## src/rtl/ctrl_ex.sv

```systemverilog
// Execute-stage control for the 16-bit Thumb-subset pipeline.
//
// Sequences multi-cycle LDR/STR accesses with a countdown FSM, back-pressures
// fetch/decode through o_stall, resolves B conditions against the registered
// flags and drives the registered register-file write-back controls.
//
// Build option: CTRL_EX_COND_BRANCH_EN enables full condition-code evaluation.
// Without it only cond 1110 (always) is taken.
//
// Ports:
//   clk               clock, rising edge
//   rst               synchronous active-high reset
//   i_ir_ex           instruction in EX (held stable while o_stall=1)
//   i_mem_data_access LDR/STR access length in cycles (0 otherwise)
//   i_alu_nzcv        combinational ALU flags {N,Z,C,V}
//   o_stall           freeze fetch/decode (combinational)
//   o_mem_re          read strobe, first LDR cycle (combinational)
//   o_mem_we          write strobe, first STR cycle (combinational)
//   o_branch_taken    B in EX is taken (combinational)
//   o_rf_we_r         registered register-file write enable
//   o_rf_waddr_r      registered register-file write index
//   o_flags_r         architectural {N,Z,C,V}
module ctrl_ex #(
  parameter int unsigned SP_ADDR = 13
) (
  input  logic        clk,
  input  logic        rst,
  input  logic [15:0] i_ir_ex,
  input  logic [3:0]  i_mem_data_access,
  input  logic [3:0]  i_alu_nzcv,
  output logic        o_stall,
  output logic        o_mem_re,
  output logic        o_mem_we,
  output logic        o_branch_taken,
  output logic        o_rf_we_r,
  output logic [3:0]  o_rf_waddr_r,
  output logic [3:0]  o_flags_r
);

  localparam logic [3:0] SpAddr = 4'(SP_ADDR);

  typedef enum logic {StIdle, StMem} state_e;

  state_e     state_q, state_d;
  logic [3:0] cnt_q, cnt_d;
  logic       ldr_q, ldr_d;
  logic [2:0] rt_q, rt_d;
  logic       rf_we_q, rf_we_d;
  logic [3:0] rf_waddr_q, rf_waddr_d;
  logic [3:0] flags_q, flags_d;
  logic [3:0] flag_mask;

  // Instruction decode
  logic is_add, is_movi, is_cmp, is_movr, is_subsp, is_ldr, is_str, is_b, is_mem;
  logic [3:0] cond;

  assign is_add   = (i_ir_ex[15:9] == 7'b0001110);
  assign is_movi  = (i_ir_ex[15:11] == 5'b00100);
  assign is_cmp   = (i_ir_ex[15:11] == 5'b00101);
  assign is_movr  = (i_ir_ex[15:8] == 8'b01000110);
  assign is_subsp = (i_ir_ex[15:7] == 9'b101100001);
  assign is_ldr   = (i_ir_ex[15:11] == 5'b01101);
  assign is_str   = (i_ir_ex[15:11] == 5'b01100);
  assign is_b     = (i_ir_ex[15:12] == 4'b1101);
  assign is_mem   = is_ldr | is_str;
  assign cond     = i_ir_ex[11:8];

  // Operand fields not consumed by any supported encoding
  logic unused_ir;
  assign unused_ir = ^i_ir_ex[6:3];

  // Branch resolution against the registered flags
  logic cond_pass;
`ifdef CTRL_EX_COND_BRANCH_EN
  logic fl_n, fl_z, fl_c, fl_v;
  assign {fl_n, fl_z, fl_c, fl_v} = flags_q;

  always_comb begin
    cond_pass = 1'b0;
    unique case (cond)
      4'b0000: cond_pass = fl_z;
      4'b0001: cond_pass = ~fl_z;
      4'b0010: cond_pass = fl_c;
      4'b0011: cond_pass = ~fl_c;
      4'b0100: cond_pass = fl_n;
      4'b0101: cond_pass = ~fl_n;
      4'b0110: cond_pass = fl_v;
      4'b0111: cond_pass = ~fl_v;
      4'b1000: cond_pass = fl_c & ~fl_z;
      4'b1001: cond_pass = ~fl_c | fl_z;
      4'b1010: cond_pass = (fl_n == fl_v);
      4'b1011: cond_pass = (fl_n != fl_v);
      4'b1100: cond_pass = ~fl_z & (fl_n == fl_v);
      4'b1101: cond_pass = fl_z | (fl_n != fl_v);
      4'b1110: cond_pass = 1'b1;
      default: cond_pass = 1'b0;
    endcase
  end
`else
  assign cond_pass = (cond == 4'b1110);
`endif

  assign o_branch_taken = is_b & cond_pass;

  // FSM next-state, strobes and completion-cycle effects
  always_comb begin
    state_d    = state_q;
    cnt_d      = cnt_q;
    ldr_d      = ldr_q;
    rt_d       = rt_q;
    rf_we_d    = 1'b0;
    rf_waddr_d = rf_waddr_q;
    flag_mask  = 4'b0000;
    o_stall    = 1'b0;
    o_mem_re   = 1'b0;
    o_mem_we   = 1'b0;

    unique case (state_q)
      StIdle: begin
        if (is_mem) begin
          o_mem_re = is_ldr;
          o_mem_we = is_str;
          if (i_mem_data_access >= 4'd2) begin
            // Latch the access so later input changes cannot disturb it
            o_stall = 1'b1;
            cnt_d   = i_mem_data_access - 4'd1;
            ldr_d   = is_ldr;
            rt_d    = i_ir_ex[2:0];
            state_d = StMem;
          end else if (is_ldr) begin
            rf_we_d    = 1'b1;
            rf_waddr_d = {1'b0, i_ir_ex[2:0]};
          end
        end else if (is_add) begin
          rf_we_d    = 1'b1;
          rf_waddr_d = {1'b0, i_ir_ex[2:0]};
          flag_mask  = 4'b1111;
        end else if (is_movi) begin
          rf_we_d    = 1'b1;
          rf_waddr_d = {1'b0, i_ir_ex[10:8]};
          flag_mask  = 4'b1100;
        end else if (is_cmp) begin
          flag_mask = 4'b1111;
        end else if (is_movr) begin
          rf_we_d    = 1'b1;
          rf_waddr_d = {i_ir_ex[7], i_ir_ex[2:0]};
        end else if (is_subsp) begin
          rf_we_d    = 1'b1;
          rf_waddr_d = SpAddr;
        end
      end
      StMem: begin
        o_stall = (cnt_q != 4'd1);
        cnt_d   = cnt_q - 4'd1;
        // cnt_q==0 cannot occur; treat it as completion so the FSM never wraps
        if (cnt_q <= 4'd1) begin
          cnt_d   = 4'd0;
          state_d = StIdle;
          if (ldr_q) begin
            rf_we_d    = 1'b1;
            rf_waddr_d = {1'b0, rt_q};
          end
        end
      end
      default: state_d = StIdle;
    endcase

    flags_d = (flags_q & ~flag_mask) | (i_alu_nzcv & flag_mask);
  end

  always_ff @(posedge clk) begin
    if (rst) begin
      state_q    <= StIdle;
      cnt_q      <= 4'd0;
      ldr_q      <= 1'b0;
      rt_q       <= 3'd0;
      rf_we_q    <= 1'b0;
      rf_waddr_q <= 4'd0;
      flags_q    <= 4'd0;
    end else begin
      state_q    <= state_d;
      cnt_q      <= cnt_d;
      ldr_q      <= ldr_d;
      rt_q       <= rt_d;
      rf_we_q    <= rf_we_d;
      rf_waddr_q <= rf_waddr_d;
      flags_q    <= flags_d;
    end
  end

  assign o_rf_we_r    = rf_we_q;
  assign o_rf_waddr_r = rf_waddr_q;
  assign o_flags_r    = flags_q;

endmodule

```

## config.mk

```make
export PLATFORM = sky130hd
export DESIGN_NAME = ctrl_ex
export DESIGN_NICKNAME = d
export VERILOG_FILES = /design/src/rtl/ctrl_ex.sv
export SDC_FILE = /design/constraint.sdc
export NUM_CORES = 1
export LEC_CHECK = 0
export CAP_MARGIN = 15
export CORE_MARGIN = 10
export CORE_UTILIZATION = 30
export CTS_BUF_LIST = sky130_fd_sc_hd__clkbuf_16
export DETAILED_ROUTE_END_ITERATION = 6
export PLACE_DENSITY = 0.67
export SLEW_MARGIN = 20
export SYNTH_ARGS = -nofsm -noshare
export SYNTH_HDL_FRONTEND = slang
export SYNTH_SLANG_ARGS = --single-unit
```

## constraint.sdc

```tcl
create_clock -name clk -period 1.8 [get_ports clk]
set_input_delay 0.45 -clock clk [delete_from_list [all_inputs] [get_ports clk]]
set_output_delay 0.45 -clock clk [all_outputs]
set_load 0.02 [all_outputs]
```

# Yosys cells after proc, flatten, opt, wreduce, memory -nomap -nowiden
# Index checks and enable logic that the tools add are counted.
classes:
  addsub: 2
  n_mux: 40
  n_lt_le_gt_ge: 2
  n_reduce_logical: 3
  eq_ne: 18
  bitwise: 7
ops:
  columns: ["operator", "count"]
  rows:
  - ["two-way mux 4 bit", 18]
  - ["two-way mux 1 bit", 17]
  - ["case mux 4 bit (2 select lines)", 2]
  - ["equality test 5 x 3 -> 1 bit, second input constant", 2]
  - ["equality test 5 x 4 -> 1 bit, second input constant", 2]
  - ["equality test 9 bit, second input constant", 1]
  - ["AND 4 bit", 2]
  - ["equality test 4 bit, second input constant", 2]
  - ["equality test 8 x 7 -> 1 bit, second input constant", 1]
  - ["subtractor 4 x 1 -> 4 bit, second input constant", 2]
  - ["equality test 7 x 4 -> 1 bit, second input constant", 1]
  - ["inequality test 3 bit, second input constant", 2]
  - ["inequality test 6 bit, second input constant", 1]
  - ["case mux 1 bit (2 select lines)", 3]
  - ["AND reduction 6 bit", 1]
  - ["inequality test 5 bit, second input constant", 1]
  - ["greater-or-equal comparator 4 x 2 -> 1 bit, second input constant", 1]
  - ["less-or-equal comparator 4 x 1 -> 1 bit, second input constant", 1]
  - ["inequality test 2 x 1 -> 1 bit, second input constant", 2]
  - ["inequality test 2 bit, second input constant", 2]
  - ["inequality test 4 x 1 -> 1 bit, second input constant", 1]
  - ["inverter 4 bit", 1]
  - ["bitwise OR 4 bit", 1]
  - ["AND reduction 3 bit", 1]
  - ["other kinds (4)", 4]
totals:
  inputBits: 26
  reg_bits: 18
  elab_cells: 79
  output_inout_bits: 13

# Longest topological paths before layout
# Gate-level depths: netlist of run 1.
depth:
  depth_word: 9
  mapped_depth: 7
  depth_no_buf: 7

# Worst setup path after synthesis of run 1
# Ideal clock, no wire load.
synth_path:
  path_kind: "input -> output"
  from: "input i_mem_data_access[0]"
  to: "output o_stall"
  required_ns: 1.350
  cell_stages: 6
  setup_slack_ns: -0.018
  t_arrival_ns: 1.368
  path_cell_list: "inv_1 -> ha_1 -> nor4_2 -> nor2_2 -> inv_1 -> nand2_1"
synth_via:
  elab_chain_cells: 4
synth_lines:
  columns: ["item", "line_no", "text"]
  rows:
  - ["start, declared", "29", "input logic [3:0] i_mem_data_access,"]
  - ["greater-or-equal comparator 4 x 2 -> 1 bit", "123", "if (i_mem_data_access >= 4'd2) begin"]
  - ["two-way mux 1 bit", "123", null]
  - ["two-way mux 1 bit", "120", "if (is_mem) begin"]
  - ["case mux 1 bit (2 select lines)", "118", "unique case (state_q)"]
  - ["end, declared", "31", "output logic o_stall,"]
# Every way passes these cells.

# Worst setup path in the final report of run 1
# Same ends and word-level chain as after synthesis.

==> results of run 1 <==
[routing by layer]
layer  wire (um)  GRT usage
met4          78     0.0527
met3         317     0.0448
met2        2270      0.224
met1        1650      0.128
met5           0          0
[per-stage QoR]
stage / util / instances / power (uW)
final: 0.577 / 263 / 1180
after global routing: 0.577 / 263 / 1230
after global placement: 0.475 / 239 / 677
after CTS: 0.548 / 260 / 1170
after detailed placement: 0.475 / 239 / 686
after floorplan: - / 135 / 543
[worst reg2reg max path: stages (launching register included)]
cell	delay, ps
dfxtp_2	350
inv_1	60
ha_2	190
or2_2	300
a31oi_2	150
a21oi_2	50
buf_4	160
buf_4	140
a311oi_2	240
[what timing repair did]
| item | in CTS | in global routing |
|---|---|---|
| endpoints found under the setup margin | 21 | 9 |
| pin swaps | 15 | 23 |
| resized for setup | 78 | 26 |
| buffers inserted | 18 | 4 |
| hold buffers | 0 | 0 |
[cells by family after synthesis]
logic type,after synthesis,share of synthesized area
AND/OR/NAND/NOR,57,0.299
adder cells (fa/ha/maj),4,0.0440
XOR/XNOR,2,0.0154
buffers and inverters,12,0.0462
flip-flops,18,0.317
multiplexers,10,0.0880
AO/OA/AOI/OAI,32,0.190
[power groups by stage]
stage	clock network, uW	registers (uW)	logic [uW]
after floorplan	0	440	103
after global placement	0	430	247
after detailed placement	0	431	255
after CTS	453	423	290
after global routing	463	425	340
final	441	424	318
[Yosys cell counts (all sizes together)]
cell / count
ha: 4
o311a: 2
o221ai: 2
or4b: 3
and2: 1
a311oi: 2
o311ai: 1
a22oi: 2
nand4: 3
xnor2: 2
and3: 1
nor2b: 3
nor3b: 2
nor3: 3
a31oi: 1
nand3: 1
nor4: 1
inv: 6
nand2b: 3
nand2: 6
mux2i: 10
nand4b: 1
clkbuf: 5
nor2: 22
a221o: 1
and4b: 1
o21ai: 10
a21oi: 5
and4: 1
a211o: 1
a221oi: 2
a21o: 1
o22ai: 2
buf: 1
nor4b: 1
dfxtp: 18
nand4bb: 2
or2: 2
[cell type report]
class | count | share of cell area
Clock inverter | 1 | 0.00178
Clock buffer | 3 | 0.0356
Inverter | 6 | 0.0119
Timing Repair Buffer | 82 | 0.341
Tap cell | 48 | 0.0285
Multi-Input combinational cell | 105 | 0.409
Sequential cell | 18 | 0.172
[final timing paths]
path / start / endpoint / slack, ps / cells after the start
setup / recovery: i_mem_data_access[0] / o_stall / -40 / 8
hold / removal: o_rf_waddr_r[1]$_SDFFE_PP0P_ / o_rf_waddr_r[1]$_SDFFE_PP0P_ / 480 / 2
setup reg to reg: cnt_q[0]$_SDFFE_PP0P_ / o_rf_waddr_r[2]$_SDFFE_PP0P_ / 90 / 8
hold reg to reg: o_rf_waddr_r[1]$_SDFFE_PP0P_ / o_rf_waddr_r[1]$_SDFFE_PP0P_ / 480 / 2
==> results.yml, run 1 <==
run_status:
  status: "complete, but fails checks"
  violations: "negative setup slack"
clock_tree:
  cts.sink_count: 18
  cts_tree: "yes"
  clockRootBuffer: "clkbuf_16"
  clkTransAtPathRegs_ps: 50
  insertion_delay_ps: 250
  cts_inserted_buffers: 3
  htreeDepth: 1
  clock_path_buffers: 2
worst_setup_path:
  crit_slowest_cell: "nor4_4"
  endpoint_kind: "output port"
  crit_buf_inv: 4
  cp_data_arrival_time_ps: 1390
  crit_path_max_incr_delay_ps: 360
  cp_top_family: "simple AND/OR/NAND/NOR gates"
  cp_max_fo: 2
  worst_setup_path_start_kind: "primary input"
  worstPathCellList: "buf_8 > inv_4 > ha_4 > nor4_4 > nor2_4 > inv_2 > nand2_1 > buf_6"
  crit_type: "in -> out"
  critical_path_required_ps: 1350
timing:
  hold_violations: 0
  rsz0062_at_grt: "yes"
  fin_tns_setup_ps: -44.2
  skew_ps: 3.59
  fin_ws_ps: -44.1
  hold_ws_ps: 476
  setup_viol_count_final: 2
  clock.fmax_mhz: 542
  relSlewSlack: 0.722
  tightest_slew_ps: 412
  period_needed_ps: 1840
  period_share: 1.02
  drv_slew: 0
placement:
  gp_congestion: 0.820
  io_buffers: 34
  dp_hpwl_mm: 2.95
  dp_slack_ps: -909
  dpl_cell_area_um2: 1740
worst_hold_path:
  worst_hold_path_type: "reg -> reg"
routing:
  finalWirelength_mm: 4.31
  avgViaCountPerCell: 5.29
  drc: 0
  drtIter0Drc: 105
  ant_nets: 0
  firstDrtPassIters: 4
  num_vias: 1391
  avgRoutedWirePerCell_um: 16.4
die:
  dieWidth_um: 81.6
  die_y_um: 81.6
  placeableCoreArea_um2: 3660
  ios: 39
  die_area_um2: 6650
  initial_core_util: 0.311
  rows: 22
power:
  p_seq_frac: 0.358
  internal-power_uw: 883
  ir_worst_vdd_mv: 0.574
  pwr-share-clk: 0.373
  powerDensity_nw_per_um2: 560
  power_frac_comb: 0.269
  p_leak_uw: 0.000867
  switching_share: 0.253
  power_switching_uw: 300
synth:
  yosys_register_bits: 18
  synth.cell_area_um2: 1140
  synth_cells: 135
  synth_warnings: 0
  synth.top_cell.area_share: 0.317
  synth_cell_types: 42
  seq_area_frac_synth: 0.317
  synth_top_area_cell: "dfxtp_1"
  syn_nets: 165
  yosys-top-cells-area: "dfxtp_1, mux2i_1, nor2_1"
  avgSynthCellArea_um2: 8.42
cells_and_area:
  fin_nets: 246
  final_area_um2: 2110
  seq_area_um2: 363
  layout_common_cells: "buf_4, nor2_1, clkdlybuf4s50_1"
  multi_input_area_um2: 863
  fill_cells: 312
  final_common_cell: "buf_4"
  area_delta_synth_final_pct: 85.6
  drive_above_1_share: 0.437
  antenna_cells: 0
grt:
  grt_pass1_vias: 1410
  grt_overflow: 0
  grt_max_degree: 16
  track_usage: 0.125
  antenna_found_initial: 0
  grt_first_pass_wirelength_mm: 6.65
run:
  max-cap-violations: 0
Power figures use the tool's default switching activity.
==> run 2, diff against run 1 <==
--- a/config.mk
+++ b/config.mk
@@ -6,6 +6,7 @@
 export NUM_CORES = 1
 export LEC_CHECK = 0
 export CAP_MARGIN = 15
+export CORE_ASPECT_RATIO = 1.75
 export CORE_MARGIN = 10
 export CORE_UTILIZATION = 30
 export CTS_BUF_LIST = sky130_fd_sc_hd__clkbuf_16
==> results.yml, run 2 (synthesis results as in run 1) <==
clock_tree:
  cts_tree: "yes"
  clock_path_buffers: 2
  cts_inserted_buffers: 3
  clockRootBuffer: "clkbuf_16"
  htreeDepth: 1
  clkTransAtPathRegs_ps: 50
  cts.sink_count: 18
  insertion_delay_ps: 250
worst_setup_path:
  crit_slowest_cell: "nor3b_4"
  crit_path_max_incr_delay_ps: 240
  worst_setup_path_start_kind: "primary input"
  cp_num_cells: 12
  cp_data_arrival_time_ps: 2000
  worstPathCellList: "buf_4 > nor3b_4 > nand3_2 > nor2_2 > inv_2 > buf_4 > buf_4 > buf_4 > buf_4 > buf_4 > buf_4 > a21oi_1"
  cp_top_family: "buffers and inverters"
  crit_type: "in -> reg"
  cp_max_fo: 3
  critical_path_required_ps: 1980
  crit_top_cell: "buf_4"
  ff2ff_path_depth: 11
  crit_buf_inv: 8
  endpoint_kind: "flop"
grt:
  grt_pass1_vias: 1533
  track_usage: 0.126
  grt_first_pass_wirelength_mm: 6.74
  antenna_found_initial: 0
  grt_overflow: 0
  grt_max_degree: 12
power:
  p_leak_uw: 0.000861
  ir_worst_vdd_mv: 0.429
  report.power.total_uw: 1170
  powerDensity_nw_per_um2: 571
cells_and_area:
  antenna_cells: 0
  fin_nets: 248
  final_common_cell: "buf_4"
  final_area_um2: 2040
  layout_common_cells: "buf_4, nor2_1, dfxtp_1, clkdlybuf4s50_1, mux2i_1"
  drive_above_1_share: 0.396
  area_delta_synth_final_pct: 79.6
timing:
  clock.fmax_mhz: 549
  rsz0062_at_grt: "yes"
  tightest_slew_ps: 373
  period_share: 1.01
  fin_ws_ps: -22.6
  setup_viol_count_final: 1
  relSlewSlack: 0.748
  fin_tns_setup_ps: -22.6
  hold_ws_ps: 489
  period_needed_ps: 1820
  skew_ps: 1.66
  drv_slew: 0
  hold_violations: 0
placement:
  dp_hpwl_mm: 3.14
  dpl_cell_area_um2: 1790
  io_buffers: 34
  gp_congestion: 0.896
run:
  max-cap-violations: 0
die:
  rows: 29
  dieWidth_um: 66.5
  placeableCoreArea_um2: 3630
  die_area_um2: 6750
  die_y_um: 101
  ios: 39
  initial_core_util: 0.313
routing:
  avgViaCountPerCell: 5.30
  drc: 0
  avgRoutedWirePerCell_um: 16.0
  finalWirelength_mm: 4.20
  firstDrtPassIters: 4
  ant_nets: 0
  num_vias: 1395
  drtIter0Drc: 78
worst_hold_path:
  hold_depth: 2
  worst_hold_path_type: "reg -> reg"
run_status:
  violations: "negative setup slack"
  status: "complete, but fails checks"
==> run 2: cell types whose count changed in the layout (fill, tap and decap cells not counted), moves of 2 or more <==
cell	before	now
a21oi_1	1	5
a21oi_2	4	0
a311oi_1	0	2
a311oi_2	2	0
buf_2	4	6
buf_4	43	48
buf_6	8	5
buf_8	4	1
ha_1	1	3
ha_2	2	0
nor2_2	0	2
nor2_4	2	0
==> run 2: worst min-delay path, delay by kind of cell, from the launching register on <==
family	cells	cell delay, ps
DFF	1	300
muxes	1	70
and+or+nand+nor	1	60
==> run 2: path summary, 6_finish.rpt <==
path                                startpoint                      endpoint  slack (ps)
setup / recovery                   i_ir_ex[15]            state_q$_SDFF_PP0_         -20
hold / removal    o_rf_waddr_r[3]$_SDFFE_PP0P_  o_rf_waddr_r[3]$_SDFFE_PP0P_         490
setup reg to reg            state_q$_SDFF_PP0_            state_q$_SDFF_PP0_          50
hold reg to reg   o_rf_waddr_r[3]$_SDFFE_PP0P_  o_rf_waddr_r[3]$_SDFFE_PP0P_         490
==> run 2: timing repair <==
item,in CTS,in global routing
endpoints found under the setup margin,21,13
gates resized for setup,67,8
pin swaps,12,10
setup buffers,15,1
hold buffers,0,0
==> run 2: final cells by class <==
| cell class | count | area (um^2) |
|---|---|---|
| fill | 305 | 1590 |
| multi-input combinational | 105 | 822 |
| timing repair buffer | 84 | 698 |
| sequential | 18 | 362 |
| clock buffer | 3 | 75.1 |
| tap | 46 | 57.6 |
| inverter | 6 | 25.0 |
| clock inverter | 1 | 3.75 |
==> run 2: power breakdown <==
group          switching, uW  internal (uW)  total [uW]
combinational            134            164         298
sequential              8.55            414         422
clock                    151            295         447
total                    294            873        1170
==> run 2: per-layer routing <==
| layer | track usage | vias to the layer above | part of all wire |
|---|---|---|---|
| li1 | - | 664 | - |
| met2 | 0.243 | 41 | 0.59 |
| met1 | 0.101 | 676 | 0.33 |
| met5 | 0 | - | 0 |
| met3 | 0.0320 | 14 | 0.042 |
| met4 | 0.0940 | 0 | 0.037 |
==> run 2: per-stage QoR <==
step                      utilization  setup slack [ps]  cells
final                           0.563             -22.6    263
after global routing            0.563             -60.9    263
after CTS                       0.553             -12.9    263
after detailed placement        0.493              -928    244
after global placement          0.493              -892    244
after floorplan                     -             -9.66    135
==> run 3, diff against run 2 <==
--- a/config.mk
+++ b/config.mk
@@ -10,6 +10,7 @@
 export CORE_MARGIN = 10
 export CORE_UTILIZATION = 30
 export CTS_BUF_LIST = sky130_fd_sc_hd__clkbuf_16
+export CTS_CLUSTER_SIZE = 30
 export DETAILED_ROUTE_END_ITERATION = 6
 export PLACE_DENSITY = 0.67
 export SLEW_MARGIN = 20
==> results of run 3 <==
The final DEF is identical to that of run 2; final timing and power are the same.
